$ cat config.mk
export PLATFORM = sky130hd
export DESIGN_NAME = timing_ir_unit
export DESIGN_NICKNAME = d
export VERILOG_FILES = /design/src/rtl/timing_ir_unit.sv
export SDC_FILE = /design/constraint.sdc
export NUM_CORES = 1
export LEC_CHECK = 0
export CORE_ASPECT_RATIO = 0.9
export CORE_MARGIN = 4
export CORE_UTILIZATION = 35
export DETAILED_ROUTE_END_ITERATION = 8
export GPL_TIMING_DRIVEN = 0
export PLACE_DENSITY = 0.63
export SYNTH_ARGS = -nofsm -noshare
export SYNTH_HDL_FRONTEND = slang
export SYNTH_SLANG_ARGS = --single-unit
export TNS_END_PERCENT = 10
$ cat constraint.sdc
create_clock -name clk_ph2 -period 1.75 [get_ports clk_ph2]
set_input_delay 0.35 -clock clk_ph2 [delete_from_list [all_inputs] [get_ports clk_ph2]]
set_output_delay 0.35 -clock clk_ph2 [all_outputs]
set_load 0.05 [all_outputs]
$ cat src/rtl/timing_ir_unit.sv
// Instruction-cycle counter and instruction register with RESET/NMI/IRQ
// opcode injection at opcode-load edges.
module timing_ir_unit (
    input  logic       clk_ph2,
    input  logic       rst,
    input  logic       I_cycle,
    input  logic       R_cycle,
    input  logic [7:0] data_in,
    input  logic       rdy,
    input  logic       nmi_n,
    input  logic       irq_n,
    input  logic       irq_mask,
    output logic [2:0] cycle,
    output logic [7:0] IR,
    output logic       sync,
    output logic [1:0] int_src,
    output logic       pc_inc_inhibit,
    output logic       cycle_err
);

    localparam logic [1:0] SRC_OPC   = 2'b00;
    localparam logic [1:0] SRC_IRQ   = 2'b01;
    localparam logic [1:0] SRC_NMI   = 2'b10;
    localparam logic [1:0] SRC_RESET = 2'b11;
    localparam logic [7:0] OP_BRK    = 8'h00;
    localparam logic [2:0] CYCLE_MAX = 3'd7;

    logic [2:0] cycle_q, cycle_d;
    logic [7:0] ir_q, ir_d;
    logic       sync_q, sync_d;
    logic [1:0] int_src_q, int_src_d;
    logic       cycle_err_q, cycle_err_d;
    logic       reset_pend_q, reset_pend_d;
    logic       nmi_pend_q, nmi_pend_d;
    logic       nmi_s1_q, nmi_s1_d;
    logic       nmi_s2_q, nmi_s2_d;
    logic       irq_pend_q, irq_pend_d;
    logic       nmi_fall_s;
    logic       nmi_take_s;

    // Next-state logic: counter, opcode load/injection, interrupt sampling.
    always_comb begin
        cycle_d      = cycle_q;
        ir_d         = ir_q;
        sync_d       = sync_q;
        int_src_d    = int_src_q;
        cycle_err_d  = cycle_err_q;
        reset_pend_d = reset_pend_q;
        nmi_take_s   = 1'b0;
        // Sampling keeps running during stalls so no NMI edge is lost.
        nmi_s1_d     = nmi_n;
        nmi_s2_d     = nmi_s1_q;
        irq_pend_d   = ~irq_n & ~irq_mask;
        nmi_fall_s   = nmi_s2_q & ~nmi_s1_q;

        if (rdy) begin
            sync_d = R_cycle;
            if (R_cycle) begin
                cycle_d = 3'd0;
                if (reset_pend_q) begin
                    ir_d         = OP_BRK;
                    int_src_d    = SRC_RESET;
                    reset_pend_d = 1'b0;
                end else if (nmi_pend_q) begin
                    ir_d       = OP_BRK;
                    int_src_d  = SRC_NMI;
                    nmi_take_s = 1'b1;
                end else if (irq_pend_q) begin
                    ir_d      = OP_BRK;
                    int_src_d = SRC_IRQ;
                end else begin
                    ir_d      = data_in;
                    int_src_d = SRC_OPC;
                end
            end else if (I_cycle) begin
                // Saturate rather than wrap so the decoder never sees a bogus cycle 0.
                if (cycle_q == CYCLE_MAX) begin
                    cycle_err_d = 1'b1;
                end else begin
                    cycle_d = cycle_q + 3'd1;
                end
            end else begin
                cycle_d = cycle_q;
            end
        end else begin
            sync_d = sync_q;
        end

        nmi_pend_d = nmi_fall_s | (nmi_pend_q & ~nmi_take_s);
    end

    // State registers with synchronous active-low reset.
    always_ff @(posedge clk_ph2) begin
        if (!rst) begin
            cycle_q      <= 3'd0;
            ir_q         <= OP_BRK;
            sync_q       <= 1'b0;
            int_src_q    <= SRC_RESET;
            cycle_err_q  <= 1'b0;
            reset_pend_q <= 1'b1;
            nmi_pend_q   <= 1'b0;
            nmi_s1_q     <= 1'b1;
            nmi_s2_q     <= 1'b1;
            irq_pend_q   <= 1'b0;
        end else begin
            cycle_q      <= cycle_d;
            ir_q         <= ir_d;
            sync_q       <= sync_d;
            int_src_q    <= int_src_d;
            cycle_err_q  <= cycle_err_d;
            reset_pend_q <= reset_pend_d;
            nmi_pend_q   <= nmi_pend_d;
            nmi_s1_q     <= nmi_s1_d;
            nmi_s2_q     <= nmi_s2_d;
            irq_pend_q   <= irq_pend_d;
        end
    end

    assign cycle          = cycle_q;
    assign IR             = ir_q;
    assign sync           = sync_q;
    assign int_src        = int_src_q;
    assign cycle_err      = cycle_err_q;
    assign pc_inc_inhibit = (int_src_q != SRC_OPC);

endmodule

==> metrics.cfg, run 1 <==
[run_status]
run_status = complete, no violations

[timing]
period_needed_ns = 1.686
fmax_mhz = 593.0
rsz0062_at_grt = no
slew_violations = 0
setup_violations = 0
fin_crit_sh_pct = 96.36
hold_viol_final = 0
worst_pin_slew_ns = 0.4980
whs_ns = 0.3794
skew_ns = 0.001693
relSlewSlack_pct = 66.93
fin_setup_tns_ns = 0

[worst_setup_path]
r2r-start = cycle[0]
cp.arrival_ns = 1.34
critical_path.cell_chain = or2_2 > dlygate4sd2_1
required_ns = 1.40
end_kind = output port
reg2regPathDepth = 5
crit_type = reg2out
cp_max_fo = 3
cpMaxStageDelayCell = dlygate4sd2_1
max_stage_delay_ns = 0.42
rrSetupSlack_ns = 0.31
start_kind = register
reg2reg_to = cycle[0]

[global_route]
grt_first_pass_wirelength_mm = 2.829
grt_max_degree = 11
grt_overflow_total = 0
antenna_found_initial = 0
gr-usage-all-layers_pct = 11.66
grt_pass1_vias = 659

[power]
peakVddDrop_v = 0.0004797
p_leak_nw = 0.4900
report.power.total_w = 0.0008174
p_per_area_mw_per_mm2 = 704.0

[detailed_routing]
vias = 714
avgRoutedWirePerCell_microns = 11.76
drc_errors = 0
drt-vias-per-instance = 4.792
drtIter0Drc = 19
dr.pass1.iters = 3
ant_nets = 0
routed_wl_mm = 1.752

[yosys]
ys_top_cells_by_area = dfxtp_1, a21boi_1, nand2_1
yosys.area.top_type = dfxtp_1
synth_nets = 109
synth_top_area_share_pct = 47.41
ys_warn_count = 0
ys_types = 22
ys_ff_latch = 20
yosysSeqAreaShare_pct = 47.41
netlist_instances = 91
netlist_area_sq_um = 844.6
postSynthAreaPerCell_sq_um = 9.281

[placed_design]
routabilityCongestion = 0.6564
dp_cells = 146
port_buffers = 28
placed_cell_area_sq_mm = 0.001159
hpwl_mm = 1.353

[clock_network]
cts_inserted_buffers = 3
cts_root_buf = clkbuf_4
clock_latency_ns = 0.29
cts.clk_slew.worst_paths_ns = 0.10
cts_max_level = 1
cts_resized = 16
cts_setup_buffers = 0
clock_sinks = 20
cts_tree = built
ctsLongestPathBuffers = 2
postCtsHoldBufs = 0

[layout]
multiInputGateArea_sq_um = 406.6
area_growth_pct = 37.48
instances_no_fill = 149
n_antenna_cell = 0
seq_area_sq_um = 400.4
final_net_count = 142
fin_area_sq_mm = 0.001161
final_common_cell = dfxtp_1
drive_gt1_share_pct = 7.377
final_cell_mix = dfxtp_1, dlygate4sd2_1, nand2_1
nFillCells = 227

[run]
max_cap_violations = 0

[die]
ios = 32
die_area_sq_mm = 0.003264
rows = 16
core_area_sq_mm = 0.002242
die_width_microns = 59.78
fp.dieH_microns = 54.60
initial_core_util_pct = 37.67

[hold_path]
holdCritPathClass = in2reg
min_from = rst
min_path_cells = 2
hold_path_end = nmi_s2_q

==> layout make-up <==
| type | instances | area share [%] |
|---|---|---|
| buffer | 6 | 3.233 |
| clock buffer | 3 | 1.940 |
| sequential | 20 | 34.48 |
| timing repair buffer | 28 | 22.41 |
| multi-input combinational | 65 | 35.02 |
| tap | 27 | 2.909 |
==> worst max path at each step <==
| stage | from | cells past startpoint | to |
|---|---|---|---|
| after CTS | int_src[1] | 2 | pc_inc_inhibit |
| after floorplan | cycle[0] | 5 | cycle[0] |
| final | int_src[1] | 2 | pc_inc_inhibit |
| after detailed placement | int_src[1] | 2 | pc_inc_inhibit |
| after global routing | int_src[1] | 2 | pc_inc_inhibit |
| after global placement | int_src[1] | 2 | pc_inc_inhibit |
==> metal layers <==
| metal | wire, microns | GRT usage (%) | up-vias | share of wire (%) |
|---|---|---|---|---|
| met1 | 796 | 13.14 | 321 | 45 |
| met2 | 848 | 20.50 | 15 | 48 |
| met3 | 107 | 4.481 | 0 | 6.1 |
| met5 | 0 | 0 | - | 0 |
| li1 | - | - | 378 | - |
| met4 | 0 | 3.321 | 0 | 0 |
==> cells by family after synthesis <==
group / after synthesis / share of synthesized area [%]
DFF: 20 / 47.41
and+or+nand+nor: 46 / 30.22
AOI/OAI and AO/OA: 17 / 14.96
buffers and inverters: 6 / 4.445
adders and majority gates: 2 / 2.962
==> report_power, final <==
group / switching [W] / internal, W
registers: 0.0000114 / 0.000470
logic: 0.0000704 / 0.0000577
clock network: 0.000128 / 0.0000801
total: 0.000210 / 0.000607
==> flip-flops by register name (all words and copies together), names as in the netlist <==
name	flops
IR	8
cycle	3
cycle_err	1
int_src	2
irq_pend_q	1
nmi_pend_q	1
nmi_s1_q	1
nmi_s2_q	1
reset_pend_q	1
sync	1
==> synthesized netlist by cell type (all sizes together) <==
cell type / instances
nor4b: 1
nand2: 15
o211ai: 1
and2: 1
nor2: 1
dfxtp: 20
nor3b: 4
nor3: 3
o31a: 3
ha: 2
buf: 4
and4b: 1
nor2b: 5
or2: 1
nand2b: 5
o21a: 1
clkbuf: 2
o21ai: 2
nand3: 9
a21boi: 10
==> worst max-delay path, delay by kind of cell, from the launching register on <==
family | cells | cell delay [ns]
DFF | 1 | 0.33
and+or+nand+nor | 1 | 0.28
buffers and inverters | 1 | 0.42
==> stage by stage <==
stage,setup slack [ns],utilization [%]
floorplan,0.1046,-
global placement,0.1037,51.67
detailed placement,0.1050,51.67
CTS,0.04279,51.79
global route,0.0009243,51.79
finish,0.06373,51.79
Note: power is estimated with default switching activity, not from simulation.
==> run 2, diff against run 1 <==
CTS_CLUSTER_SIZE = 24   (was not set)
==> results of run 2 <==
Final layout, timing and power as in run 1 (identical DEF).
